### src/rtl/tick_timer_bank_if.sv
// Control/status bundle for tick_timer_bank: per-channel strobes, periods and status.
interface tick_timer_bank_if #(
  parameter int unsigned NUM_CH = 4,
  parameter int unsigned CNT_W  = 8
);
  logic                      en;
  logic [NUM_CH-1:0]         load;
  logic [NUM_CH-1:0]         mode;
  logic [NUM_CH*CNT_W-1:0]   period_in;
  logic [NUM_CH-1:0]         stop;
  logic                      tick;
  logic [NUM_CH-1:0]         busy;
  logic [NUM_CH-1:0]         expire;
  logic [NUM_CH*CNT_W-1:0]   remain;

  modport master (
    output en, load, mode, period_in, stop,
    input  tick, busy, expire, remain
  );

  modport slave (
    input  en, load, mode, period_in, stop,
    output tick, busy, expire, remain
  );
endinterface

### src/rtl/tick_timer_bank.sv
// Shared free-running prescaler producing a base tick, feeding NUM_CH independent
// one-shot/periodic down-counting channels with registered expiry pulses.
module tick_timer_bank #(
  parameter int unsigned CLK_PER_TICK = 10,
  parameter int unsigned NUM_CH       = 4,
  parameter int unsigned CNT_W        = 8
) (
  input  logic              clk,
  input  logic              rst,
  tick_timer_bank_if.slave  bus
);

  localparam int unsigned PRE_W = (CLK_PER_TICK > 1) ? $clog2(CLK_PER_TICK) : 1;
  localparam logic [PRE_W-1:0] PRE_MAX = PRE_W'(CLK_PER_TICK - 1);

  typedef enum logic {
    IDLE = 1'b0,
    RUN  = 1'b1
  } ch_state_e;

  logic [PRE_W-1:0] pre_q, pre_d;
  logic             tick_q, tick_d;
  logic             wrap;

  ch_state_e        state_q  [NUM_CH];
  ch_state_e        state_d  [NUM_CH];
  logic [CNT_W-1:0] remain_q [NUM_CH];
  logic [CNT_W-1:0] remain_d [NUM_CH];
  logic [CNT_W-1:0] period_q [NUM_CH];
  logic [CNT_W-1:0] period_d [NUM_CH];
  logic [CNT_W-1:0] pin      [NUM_CH];
  logic [NUM_CH-1:0] mode_q, mode_d;
  logic [NUM_CH-1:0] expire_q, expire_d;

  // State register
  always_ff @(posedge clk or posedge rst) begin
    if (rst) begin
      pre_q    <= '0;
      tick_q   <= 1'b0;
      mode_q   <= '0;
      expire_q <= '0;
      for (int unsigned i = 0; i < NUM_CH; i++) begin
        state_q[i]  <= IDLE;
        remain_q[i] <= '0;
        period_q[i] <= '0;
      end
    end else begin
      pre_q    <= pre_d;
      tick_q   <= tick_d;
      mode_q   <= mode_d;
      expire_q <= expire_d;
      for (int unsigned i = 0; i < NUM_CH; i++) begin
        state_q[i]  <= state_d[i];
        remain_q[i] <= remain_d[i];
        period_q[i] <= period_d[i];
      end
    end
  end

  // Prescaler next state
  always_comb begin
    wrap   = bus.en && (pre_q == PRE_MAX);
    pre_d  = pre_q;
    tick_d = 1'b0;
    if (wrap) begin
      pre_d  = '0;
      tick_d = 1'b1;
    end else if (bus.en) begin
      pre_d = pre_q + PRE_W'(1);
    end
  end

  // Channel next state; priority stop > load > wrap
  always_comb begin
    mode_d   = mode_q;
    expire_d = '0;
    for (int unsigned i = 0; i < NUM_CH; i++) begin
      pin[i]      = bus.period_in[i*CNT_W +: CNT_W];
      state_d[i]  = state_q[i];
      remain_d[i] = remain_q[i];
      period_d[i] = period_q[i];
      if (bus.stop[i]) begin
        state_d[i]  = IDLE;
        remain_d[i] = '0;
      end else if (bus.load[i] && (pin[i] != '0)) begin
        state_d[i]  = RUN;
        remain_d[i] = pin[i];
        period_d[i] = pin[i];
        mode_d[i]   = bus.mode[i];
      end else if ((state_q[i] == RUN) && wrap) begin
        if (remain_q[i] == CNT_W'(1)) begin
          expire_d[i] = 1'b1;
          if (mode_q[i]) begin
            remain_d[i] = period_q[i];
          end else begin
            remain_d[i] = '0;
            state_d[i]  = IDLE;
          end
        end else begin
          remain_d[i] = remain_q[i] - CNT_W'(1);
        end
      end
    end
  end

  // Outputs straight from registers
  always_comb begin
    bus.tick   = tick_q;
    bus.expire = expire_q;
    bus.busy   = '0;
    bus.remain = '0;
    for (int unsigned i = 0; i < NUM_CH; i++) begin
      bus.busy[i]                    = (state_q[i] == RUN);
      bus.remain[i*CNT_W +: CNT_W]   = remain_q[i];
    end
  end

endmodule

### src/flat_wrapper.sv
// flat-port wrapper written by rule: the top's interface ports become plain ports
module tick_timer_bank_flat 
#(
  parameter int unsigned CLK_PER_TICK = 10,
  parameter int unsigned NUM_CH       = 4,
  parameter int unsigned CNT_W        = 8
)
  (clk, rst, bus_en, bus_load, bus_mode, bus_period_in, bus_stop, bus_tick, bus_busy, bus_expire, bus_remain);
  tick_timer_bank_if #(.NUM_CH(NUM_CH), .CNT_W(CNT_W)) bus_i ();
  input  logic clk;
  input  logic rst;
  input wire logic [$bits(bus_i.en)-1:0] bus_en;
  input wire logic [$bits(bus_i.load)-1:0] bus_load;
  input wire logic [$bits(bus_i.mode)-1:0] bus_mode;
  input wire logic [$bits(bus_i.period_in)-1:0] bus_period_in;
  input wire logic [$bits(bus_i.stop)-1:0] bus_stop;
  output wire logic [$bits(bus_i.tick)-1:0] bus_tick;
  output wire logic [$bits(bus_i.busy)-1:0] bus_busy;
  output wire logic [$bits(bus_i.expire)-1:0] bus_expire;
  output wire logic [$bits(bus_i.remain)-1:0] bus_remain;
  assign bus_i.en = bus_en;
  assign bus_i.load = bus_load;
  assign bus_i.mode = bus_mode;
  assign bus_i.period_in = bus_period_in;
  assign bus_i.stop = bus_stop;
  assign bus_tick = bus_i.tick;
  assign bus_busy = bus_i.busy;
  assign bus_expire = bus_i.expire;
  assign bus_remain = bus_i.remain;
  tick_timer_bank #(.CLK_PER_TICK(CLK_PER_TICK), .NUM_CH(NUM_CH), .CNT_W(CNT_W)) u_core (.clk(clk), .rst(rst), .bus(bus_i));
endmodule
### config.mk
export PLATFORM = sky130hd
export DESIGN_NAME = tick_timer_bank_flat
export DESIGN_NICKNAME = d
export VERILOG_FILES = /design/src/rtl/tick_timer_bank_if.sv /design/src/rtl/tick_timer_bank.sv /design/src/flat_wrapper.sv
export SDC_FILE = /design/constraint.sdc
export NUM_CORES = 1
export LEC_CHECK = 0
export CORE_ASPECT_RATIO = 1.1
export CORE_UTILIZATION = 40
export CTS_CLUSTER_DIAMETER = 120
export DETAILED_ROUTE_END_ITERATION = 10
export SLEW_MARGIN = 0
export SYNTH_ARGS = -nofsm -noshare
export SYNTH_HDL_FRONTEND = slang
export SYNTH_SLANG_ARGS = --single-unit
### constraint.sdc
create_clock -name clk -period 3.55 [get_ports clk]
set_input_delay 0.71 -clock clk [delete_from_list [all_inputs] [get_ports clk]]
set_output_delay 0.71 -clock clk [all_outputs]
set_load 0.02 [all_outputs]
==> summary.md <==
| Metric | Value |
|---|---|
| Number of antenna violations at the first check in global routing | `0` |
| I/O pin count | `88` |
| Die Height | `113.4 µm` |
| Number of global-route vias before repair | `3920` |
| Worst min path class | `reg2reg` |
| Asr flop ratio synth | `100.0%` |
| Unique masters post-synth | `62` |
| Tot Pwr | `2.768 mW` |
| Max Cap Violations | `0` |
| CP peak stage delay | `600 ps` |
| WHS | `470.3 ps` |
| Power Dens Cells | `472.8 nW/µm²` |
| H-tree Lvls | `3` |
| End of the critical path | `u_core.bus.expire[3]` |
| Critical path class | `in2reg` |
| Routed WL per cell | `16.20 µm` |
| CP startpoint | `bus_en` |
| Die Span X | `103.3 µm` |
| Port-buffer cells | `87` |
| DP Wirelength | `8565 µm` |
| Final hold violations | `0` |
| CTS root buffer | `clkbuf_16` |
| Post-CTS Setup Inserts | `0` |
| Final Cycle Share | `73.15%` |
| Reg area | `2027 µm²` |
| Setup TNS | `0 ps` |
| Top-count cell post-synth | `nand2_1` |
| Syn-to-layout area delta | `29.71%` |
| Fin area | `5856 µm²` |
| CTS Buffer Depth | `2` |
| Die Area | `11720 µm²` |
| Crit path DAT | `2760 ps` |
| Syn_area_per_cell | `8.904 µm²` |
| CTS tree | `done` |
| ANT nets after route | `0` |
| Worst Clk Skew | `9.240 ps` |
| Post-Syn Instances | `507` |
| Area occupied by multi-input gates | `2350 µm²` |
| First-pass GRT wire length | `19860 µm` |
| DP Area | `5535 µm²` |
| Worst-path clk slew | `60 ps` |
| CTS sink count | `81` |
| # DRC | `0` |
| WP buf/inv | `1` |
| Metal-1 WL | `5463 µm` |
| Yosys reg bits | `81` |
| Synth top area share | `44.90%` |
| Top sig layer | `met4` |
| Fmax | `385.1 MHz` |
| Final cell count without fillers | `742` |
| Unrepaired setup endpoints after global routing | `false` |
| Critical Path RT | `3720 ps` |
| Hold-fix buffers at CTS | `0` |
| CP Cell Sequence | `clkdlybuf4s50_1 > and4b_1 > nand2_1 > a2111oi_0` |
| Ys flop type | `dfrtp_1` |
| Starting Density | `41.19%` |
| CTS buffer count | `9` |
| Slew Limit Headroom | `52.90%` |
| YS warnings | `0` |
| Net count after synthesis | `564` |
| Slew @ Worst Pin | `706.5 ps` |
| Leak pwr | `2.509 nW` |
| Critical-path top delay cell | `a2111oi_0` |
| PostCTS Resize Cnt | `0` |
| Top cells by count, synth | `nand2_1, dfrtp_1, o21ai_0` |
| Diode count | `0` |
| Final nets | `647` |
| Max Slew Vio Count | `0` |
| Mapped cell area | `4514 µm²` |
| # placed instances | `726` |
| Count of flip-flops with a built-in enable after synthesis | `0` |
| Tmin final | `2597 ps` |
| Setup violators final | `0` |
| Placer congestion estimate | `0.8566` |
| Reg2Reg Capture Point | `u_core.bus.remain[19]` |
| Origin of the critical flop-to-flop path | `u_core.bus.remain[17]` |
| Largest area contributor in the synthesized netlist | `dfrtp_1` |
| Global Route Usage Sum | `21.91%` |
| Metal2 WL | `5791 µm` |
| DRT Pass-1 Iters | `5` |
| Post-synthesis sequential area ratio | `44.90%` |
| Worst path top cell family by delay | `simple AND/OR/NAND/NOR gates` |
| Pin count of the biggest net entering global routing | `44` |
| Flop-to-flop setup slack | `1210 ps` |
| Grt ovf | `0` |
| Critical path startpoint category | `input port` |
| Met3 wire length | `566 µm` |
| Worst Reg-to-Reg Cells | `7` |
| Fillcell total | `1013` |
| Worst-path maximum fanout | `13` |
| Rows | `40` |
| Status | `completed` |
| Via count | `4145` |
| Layout cells sized above 1 | `6.723%` |
| Via density | `5.586` |
| Max IR drop VDD | `0.2884 mV` |
| Initial DRC count | `227` |
| Worst Setup End Kind | `flop` |
| Top post-synthesis cells by area | `dfrtp_1, nand2_1, o21ai_0, ha_1, nor2_1` |
| Crit path depth | `4` |
| Final WL | `12020 µm` |
| Clock Latency Late Sink | `340 ps` |
| Core ar. | `10960 µm²` |
[layer usage]
layer	GRT usage, %	up-vias
met3	3.002	15
met5	0	-
li1	-	2008
met1	30.03	1990
met4	8.357	0
met2	35.11	132
[stage by stage]
stage	setup WS, ps	util (%)
after floorplan	759.9	-
after global placement	744.0	50.50
after detailed placement	581.7	50.50
after CTS	933.9	53.42
after global routing	749.3	53.42
final	953.2	53.42
[power breakdown]
part | switching (mW) | total [mW] | internal, mW
Combinational | 0.302 | 0.596 | 0.294
Clock | 0.387 | 1.00 | 0.616
Sequential | 0.136 | 1.17 | 1.03
[cell type report]
class                   count  area share [%]
repair buffers             91           15.60
well taps                 147           3.141
clock inverters             7           1.624
clock buffers               9           3.846
multi-input cells         391           40.13
flip-flops and latches     81           34.62
inverters                  16           1.047
[logic make-up after synthesis]
logic type	synth area share (%)
AOI/OAI and AO/OA	19.79
and+or+nand+nor	25.39
adders and majority gates	2.772
DFF	44.90
muxes	2.162
buffers and inverters	3.049
xor gates and xnor gates	1.940
[sequential cells by signal (all words and copies together), names as in the netlist]
name	count
u_core.period_q	32
u_core.bus.busy	4
u_core.bus.tick	1
u_core.bus.expire	4
u_core.pre_q	4
u_core.mode_q	4
u_core.bus.remain	32
[worst register-to-register path: stages, from the launching register on]
cell	delay (ps)
dfrtp_1	430
inv_1	100
ha_1	200
or3b_2	530
nor2_2	390
nand3_1	140
o2111a_1	160
nor4_1	280
[how the worst min path moves through the flow]
stage	start	to	cells past startpoint
2_1_floorplan	u_core.period_q[0]	u_core.period_q[0]	2
3_3_place_gp	u_core.period_q[2]	u_core.period_q[2]	2
3_5_place_dp	u_core.period_q[15]	u_core.period_q[15]	2
4_1_cts	u_core.period_q[15]	u_core.period_q[15]	2
5_1_grt	u_core.period_q[15]	u_core.period_q[15]	2
6_report	u_core.period_q[0]	u_core.period_q[0]	2
[placed cells by master (no fill, tap or decap), types with 5 or more instances in the layout]
master / n
and2_1: 6
clkdlybuf4s50_1: 87
nand2b_1: 8
a311oi_1: 10
and3_1: 7
inv_1: 15
dfrtp_1: 81
o31ai_1: 7
ha_1: 10
nand3_1: 5
xnor2_1: 7
nor3b_1: 9
nor2_1: 29
a2bb2oi_1: 10
mux2_2: 6
nand2_1: 114
a22oi_1: 5
a21oi_1: 14
clkbuf_16: 9
o21ai_0: 44
nor4_1: 13
a22o_1: 11
nor3_1: 12
Power figures use the tool's default switching activity.
